**config.mk**
```make
export PLATFORM = sky130hd
export DESIGN_NAME = frag_branch_resolve
export DESIGN_NICKNAME = d
export VERILOG_FILES = /design/src/rtl/frag_branch_pkg.sv /design/src/rtl/frag_bht.sv /design/src/rtl/frag_branch_resolve.sv
export SDC_FILE = /design/constraint.sdc
export NUM_CORES = 1
export LEC_CHECK = 0
export ABC_AREA = 1
export BUFFER_PORTS_ARGS = -buffer_cell sky130_fd_sc_hd__buf_2
export CELL_PAD_IN_SITES_DETAIL_PLACEMENT = 0
export CELL_PAD_IN_SITES_GLOBAL_PLACEMENT = 2
export CORE_ASPECT_RATIO = 1.5
export CORE_MARGIN = 3
export CORE_UTILIZATION = 25
export CTS_CLUSTER_DIAMETER = 30
export DETAILED_ROUTE_END_ITERATION = 7
export HOLD_SLACK_MARGIN = 0.12
export PLACE_DENSITY_LB_ADDON = 0.1
export SYNTH_ARGS = -nofsm -noshare
export SYNTH_HDL_FRONTEND = slang
export SYNTH_HIERARCHICAL = 1
export SYNTH_SLANG_ARGS = --single-unit
```
**constraint.sdc**
```tcl
create_clock -name clk -period 2.1 [get_ports clk]
set_input_delay 0 -clock clk [delete_from_list [all_inputs] [get_ports clk]]
set_output_delay 0 -clock clk [all_outputs]
set_load 0.05 [all_outputs]
```
**src/rtl/frag_branch_pkg.sv**
```systemverilog
// Shared constants, FSM state type and predictor helpers for the branch
// resolution unit (frag_branch_resolve) and its optional predictor table.
package frag_branch_pkg;

  // Branch condition encodings carried in ctrl_JorB[2:0]
  localparam logic [2:0] F3_BEQ  = 3'b000;
  localparam logic [2:0] F3_BNE  = 3'b001;
  localparam logic [2:0] F3_BLT  = 3'b100;
  localparam logic [2:0] F3_BGE  = 3'b101;
  localparam logic [2:0] F3_BLTU = 3'b110;
  localparam logic [2:0] F3_BGEU = 3'b111;

  // Bit positions inside ctrl_JorB
  localparam int CTRL_JUMP = 4;
  localparam int CTRL_BR   = 3;
  localparam int CTRL_JALR = 0;

  typedef enum logic {
    IDLE     = 1'b0,
    REDIRECT = 1'b1
  } resolveState_t;

  // Weakly-not-taken starting point for every predictor entry
  localparam logic [1:0] BHT_RESET = 2'b01;

  // Two-bit saturating counter step
  function automatic logic [1:0] satStep(input logic [1:0] cur, input logic taken);
    logic [1:0] nxt;
    nxt = cur;
    if (taken && cur != 2'b11)       nxt = cur + 2'b01;
    else if (!taken && cur != 2'b00) nxt = cur - 2'b01;
    return nxt;
  endfunction

endpackage

```
**src/rtl/frag_bht.sv**
```systemverilog
// Branch history table: BHT_DEPTH two-bit saturating counters indexed by
// pc[log2(BHT_DEPTH)+1:2]. Combinational lookup, update on the clock edge,
// so a same-index lookup in the update cycle still sees the old entry.
module frag_bht
  import frag_branch_pkg::*;
#(
  parameter int XLEN      = 32,
  parameter int BHT_DEPTH = 64
) (
  input  logic            clk,
  input  logic            rst_n,
  input  logic [XLEN-1:0] rdPc,
  output logic            rdTaken,
  input  logic            updEn,
  input  logic [XLEN-1:0] updPc,
  input  logic            updTaken
);

  localparam int IDX_W = $clog2(BHT_DEPTH);

  logic [1:0]       bhtTable [BHT_DEPTH];
  logic [IDX_W-1:0] rdIdx;
  logic [IDX_W-1:0] updIdx;
  logic             unusedPcBits;

  assign rdIdx        = rdPc[IDX_W+1:2];
  assign updIdx       = updPc[IDX_W+1:2];
  assign rdTaken      = bhtTable[rdIdx][1];
  assign unusedPcBits = ^{rdPc[XLEN-1:IDX_W+2], rdPc[1:0], updPc[XLEN-1:IDX_W+2], updPc[1:0]};

  // Counter table: reset to weakly-not-taken, step the addressed entry on update
  // NOTE: the table is small, so every entry is reset explicitly; a larger array would be left unreset and initialised by software instead.
  always_ff @(posedge clk or negedge rst_n) begin
    if (!rst_n) begin
      for (int i = 0; i < BHT_DEPTH; i++) bhtTable[i] <= BHT_RESET;
    end else if (updEn) begin
      bhtTable[updIdx] <= satStep(bhtTable[updIdx], updTaken);
    end
  end

endmodule

```
**src/rtl/frag_branch_resolve.sv**
```systemverilog
// EX-stage branch/jump resolution: operand compare, target and link
// computation, prediction check, registered redirect held under a
// valid/ready handshake, and branch/mispredict counters.
// Optional feature: define FRAG_BHT_EN to build the 2-bit predictor table;
// without it bht_rd_taken is tied low (static not-taken).
module frag_branch_resolve
  import frag_branch_pkg::*;
#(
  parameter int XLEN      = 32,
  parameter int CNT_W     = 32,
  parameter int BHT_DEPTH = 64
) (
  input  logic             clk,
  input  logic             rst_n,
  input  logic             in_valid,
  output logic             in_ready,
  input  logic [4:0]       ctrl_JorB,
  input  logic [XLEN-1:0]  in_pc,
  input  logic [XLEN-1:0]  in_rs1,
  input  logic [XLEN-1:0]  in_rs2,
  input  logic [XLEN-1:0]  in_imm,
  input  logic             in_pred_taken,
  input  logic [XLEN-1:0]  in_pred_target,
  output logic [XLEN-1:0]  out_link,
  output logic             out_valid,
  output logic             out_taken,
  output logic             out_misalign,
  output logic             redir_valid,
  input  logic             redir_ready,
  output logic [XLEN-1:0]  redir_pc,
  output logic [CNT_W-1:0] cnt_branch,
  output logic [CNT_W-1:0] cnt_mispred,
  input  logic [XLEN-1:0]  bht_rd_pc,
  output logic             bht_rd_taken
);

  resolveState_t state;

  logic            isJump;
  logic            isBranch;
  logic            isJalr;
  logic            accept;
  logic            taken;
  logic [XLEN-1:0] linkVal;
  logic [XLEN-1:0] targetSum;
  logic [XLEN-1:0] target;
  logic            misalign;
  logic            mispred;
  logic [XLEN-1:0] nextPc;
  logic            issueRedir;

  // A jump wins if both jump and branch bits are set
  assign isJump   = ctrl_JorB[CTRL_JUMP];
  assign isBranch = ctrl_JorB[CTRL_BR] & ~isJump;
  assign isJalr   = isJump & ctrl_JorB[CTRL_JALR];
  assign in_ready = (state == IDLE);
  assign accept   = in_valid & in_ready & (isJump | isBranch);

  // Direction from the operand compare; reserved conditions resolve not-taken
  // NOTE: every always_comb output gets a default first so no path can infer a latch.
  always_comb begin
    taken = 1'b0;
    if (isJump) begin
      taken = 1'b1;
    end else begin
      unique case (ctrl_JorB[2:0])
        F3_BEQ:  taken = (in_rs1 == in_rs2);
        F3_BNE:  taken = (in_rs1 != in_rs2);
        F3_BLT:  taken = ($signed(in_rs1) <  $signed(in_rs2));
        F3_BGE:  taken = ($signed(in_rs1) >= $signed(in_rs2));
        F3_BLTU: taken = (in_rs1 <  in_rs2);
        F3_BGEU: taken = (in_rs1 >= in_rs2);
        default: taken = 1'b0;
      endcase
    end
  end

  // Target, link and prediction check; all sums wrap at 2^XLEN
  assign linkVal    = in_pc + XLEN'(4);
  assign targetSum  = (isJalr ? in_rs1 : in_pc) + in_imm;
  assign target     = isJalr ? {targetSum[XLEN-1:1], 1'b0} : targetSum;
  assign misalign   = taken & (target[1:0] != 2'b00);
  assign mispred    = (taken != in_pred_taken) | (taken & in_pred_taken & (target != in_pred_target));
  assign nextPc     = taken ? target : linkVal;
  // A misaligned taken target goes to the trap path, so fetch is not redirected
  assign issueRedir = accept & mispred & ~misalign;

  // Result registers, redirect FSM and counters
  // NOTE: sequential state uses non-blocking assignments so every register samples pre-edge values.
  always_ff @(posedge clk or negedge rst_n) begin
    if (!rst_n) begin
      state        <= IDLE;
      out_valid    <= 1'b0;
      out_taken    <= 1'b0;
      out_misalign <= 1'b0;
      out_link     <= '0;
      redir_valid  <= 1'b0;
      redir_pc     <= '0;
      cnt_branch   <= '0;
      cnt_mispred  <= '0;
    end else begin
      out_valid <= accept;
      if (accept) begin
        out_taken    <= taken;
        out_misalign <= misalign;
        out_link     <= linkVal;
        cnt_branch   <= cnt_branch + CNT_W'(1);
      end
      unique case (state)
        IDLE: begin
          if (issueRedir) begin
            state       <= REDIRECT;
            redir_valid <= 1'b1;
            redir_pc    <= nextPc;
            cnt_mispred <= cnt_mispred + CNT_W'(1);
          end
        end
        REDIRECT: begin
          if (redir_ready) begin
            state       <= IDLE;
            redir_valid <= 1'b0;
          end
        end
        default: state <= IDLE;
      endcase
    end
  end

`ifdef FRAG_BHT_EN
  frag_bht #(
    .XLEN      (XLEN),
    .BHT_DEPTH (BHT_DEPTH)
  ) u_bht (
    .clk      (clk),
    .rst_n    (rst_n),
    .rdPc     (bht_rd_pc),
    .rdTaken  (bht_rd_taken),
    .updEn    (accept & isBranch),
    .updPc    (in_pc),
    .updTaken (taken)
  );
`else
  logic unusedBhtCfg;
  assign unusedBhtCfg = ^bht_rd_pc ^ BHT_DEPTH[0];
  assign bht_rd_taken = 1'b0;
`endif

endmodule

```
==> impl_metrics.py <==
metrics = {
    "grt": {
        "grt_pass1_vias": 14000,
        "antenna_found_initial": 3,
        "grt_pass1_wl_mm": 78.7,
        "gr-total-overflow": 0,
        "grtUsageTotal_pct": 20.5,
        "grt_max_degree": 44,
    },
    "synthesis": {
        "synth_fp_nets": 2143,
        "yosys.area.top_type": "dfrtp_1",
        "synth_seq_cells": 133,
        "synth_top_area_share_pct": 27.9,
        "ys_warn_count": 6,
        "synth_most_common_cell": "nand2_1",
        "synth_edf_count": 0,
        "avgSynthCellArea_um2": 6.36,
        "ys_types": 41,
        "synthCells": 1873,
        "synth_area_mm2": 0.0119,
        "synth_ff_type": "dfrtp_1",
        "synth_async_sr_flop_share_pct": 100,
        "ys_seq_area_share_pct": 27.9,
        "synthTopCellsByCount": "nand2_1, inv_1, nand3_1",
        "synth_area_leaders": "dfrtp_1, nand2_1, inv_1",
    },
    "detailed_routing": {
        "drt-pass1-iter-count": 5,
        "route.detailed.drc": 0,
        "drtIter0Drc": 406,
        "wire_per_inst_um": 16.8,
        "vias": 13700,
        "drt-total-wl_mm": 52.8,
        "viasPerCell": 4.36,
        "ant_nets": 0,
    },
    "clock_tree": {
        "clock_insertion_delay_worst_skew_ns": 0.43,
        "path_clk_slew_ns": 0.06,
        "cts_buffer_depth": 2,
        "numCtsBuffers": 17,
        "cts_max_level": 4,
        "cts_tree": "built",
        "cts_sinks": 133,
        "ctsRootBufferMaster": "clkbuf_16",
    },
    "pwr": {
        "ir_worst_vdd_mv": 0.499,
        "p_leak_nw": 10.6,
        "p_per_area_mw_per_mm2": 743,
        "total_power_mw": 14.1,
    },
    "layout": {
        "drive_gt1_share_pct": 37.3,
        "nets": 2810,
        "fillers": 5161,
        "post-route-util_pct": 40.4,
        "area_growth_pct": 59.1,
        "finalInstanceArea_mm2": 0.0189,
    },
    "worst_hold_path": {
        "min-delay-path-class": "in2reg",
        "hp-start": "in_pc[5]",
    },
    "sta": {
        "hold_violations": 0,
        "finalSetupViolations": 71,
        "period_minus_slack_ns": 2.76,
        "slew-limit-headroom_pct": 58.2,
        "fmaxAchievable_mhz": 362,
        "final_max_slew_viol_count": 0,
        "rsz0062_at_grt": "true",
        "finalCritPeriodShare_pct": 131,
        "fin_ws_ns": -0.661,
        "fin_tns_setup_ns": -41.49,
        "fin_skew_ns": 0.0127,
        "worstMarginPinSlew_ns": 0.622,
    },
    "setup_path": {
        "critPathKind": "in2reg",
        "crit_start": "ctrl_JorB[4]",
        "required_ns": 2.42,
        "r2r_start": "state",
        "cp.arrival_ns": 3.08,
        "cp-end-kind": "flip-flop",
        "cp_max_fo": 16,
        "critPathLaunchType": "primary input",
    },
    "die": {
        "rows": 97,
        "io-pin-count": 336,
        "dieWidth_um": 184,
        "start_util_pct": 25.4,
        "core_mm2": 0.0468,
        "die_area_mm2": 0.0503,
        "die_y_um": 273,
    },
    "outcome": {
        "violations": "setup timing",
        "status": "finished, violations left",
    },
    "placed_design": {
        "dpl_cell_area_mm2": 0.0166,
        "gp_congestion": 0.882,
        "dp_hpwl_mm": 43.2,
        "io_buffers": 302,
        "preCtsSetupSlack_ns": -1.42,
    },
    "flow_run": {
        "maxCapViolCount": 0,
    },
}
-- registers in the layout (all words and copies together), names as in the netlist --
signal        flops
cnt_branch       32
cnt_mispred      32
out_link         32
out_misalign      1
out_taken         1
out_valid         1
redir_pc         32
redir_valid       1
state             1
-- kinds of logic (layout without fill, tap and decap cells) --
| family | Yosys count | after routing | share of synthesized area [%] |
|---|---|---|---|
| xor gates and xnor gates | 98 | 98 | 7.69 |
| adders and majority gates | 68 | 68 | 7.21 |
| DFF | 133 | 133 | 27.9 |
| other | 1 | 3 | 0.0315 |
| AOI/OAI and AO/OA | 132 | 132 | 5.68 |
| and+or+nand+nor | 1092 | 1095 | 39.3 |
| buffers and inverters | 349 | 1026 | 12.2 |
-- routing by layer --
layer | vias to the layer above | wire [µm] | GRT usage, %
li1 | 7176 | - | -
met2 | 255 | 29800 | 41.1
met1 | 6237 | 20300 | 22.2
met4 | 0 | 1270 | 5.89
met3 | 51 | 1440 | 1.99
met5 | - | 0 | 0
-- repair_timing --
action,4_1_cts,5_1_grt
hold buffers,21,0
endpoints found under the hold margin,155,0
pin swaps,32,40
cloned,8,8
buffers inserted,34,12
resized for setup,128,83
endpoints found under the setup margin,78,83
-- cell type report --
cell class,count,area (µm²),share of cell area (%)
Clock inverter,14,153,0.806
Antenna cell,2,5.00,0.0264
Tap cell,594,743,3.92
Timing Repair Buffer,684,4950,26.1
Sequential cell,133,3340,17.6
Clock buffer,18,429,2.27
Inverter,307,1170,6.20
Timing Repair inverter,3,33.8,0.178
Multi-Input combinational cell,1394,8120,42.9
-- metrics by stage --
stage          hold WS, ns  std cells
2_1_floorplan       -0.296       1873
3_3_place_gp       -0.0481       3035
3_5_place_dp       -0.0509       3035
4_1_cts              0.122       3129
5_1_grt              0.153       3149
6_report             0.140       3149
-- final timing paths --
kind	end	slack, ns	depth (start not counted)
worst min-delay path	out_link[7]	0.14	6
worst max-delay path	redir_pc[8]	-0.66	27
worst max register to register	cnt_branch[28]	-0.10	14
min in group asynchronous	cnt_mispred[10]	0.15	3
worst min register to register	redir_pc[12]	0.47	2
max in group asynchronous	cnt_mispred[18]	1.71	3
-- layout by cell type, fill, tap and decap left out, types with 3 or more instances in the layout --
cell / instances
nand2_1: 604
buf_4: 318
buf_2: 299
inv_1: 297
nand3_1: 129
dfrtp_1: 126
nand2_2: 96
o21ai_0: 82
nor2_1: 82
xor2_1: 73
ha_1: 53
nand3_2: 40
nor3_1: 35
nor2_2: 29
clkbuf_16: 21
xnor2_1: 20
dlygate4sd3_1: 20
nand4_1: 19
buf_12: 19
a21oi_1: 17
buf_6: 17
o21ai_1: 12
nor2_4: 12
ha_4: 11
nor4_1: 10
nand2_4: 9
a21oi_4: 8
a21oi_2: 7
nand3b_1: 7
buf_16: 7
dfrtp_2: 7
inv_2: 5
nor3_2: 5
inv_6: 5
nand2_8: 4
nand3_4: 4
ha_2: 3
clkinv_2: 3
clkinvlp_4: 3
-- report_power, final --
| part | internal (mW) | total, mW | switching [mW] |
|---|---|---|---|
| sequential | 3.14 | 3.61 | 0.469 |
| clock | 1.76 | 3.00 | 1.24 |
| combinational | 2.57 | 7.46 | 4.89 |
| total | 7.48 | 14.1 | 6.60 |
-- worst max-delay path, stage by stage --
cell and delay [ns]:
buf_12 0.12, nand2_8 0.16, nand2_2 0.07, o21ai_2 0.05, ha_2 0.20, inv_2 0.04, fa_2 0.36, inv_4 0.09
nand2_2 0.08, nand2_1 0.06, nand3_1 0.08, nand2_1 0.13, nand2_1 0.06, nand2_1 0.06, nand4_1 0.12, nor2_2 0.20
nand3_2 0.12, nor2_4 0.14, nand3_4 0.10, nor2_2 0.08, nand2_1 0.08, nand2_2 0.12, nand2_8 0.10, buf_4 0.16
buf_12 0.14, nand3_1 0.07, nand2_1 0.05
No activity file was read; power rests on OpenSTA's default activity.
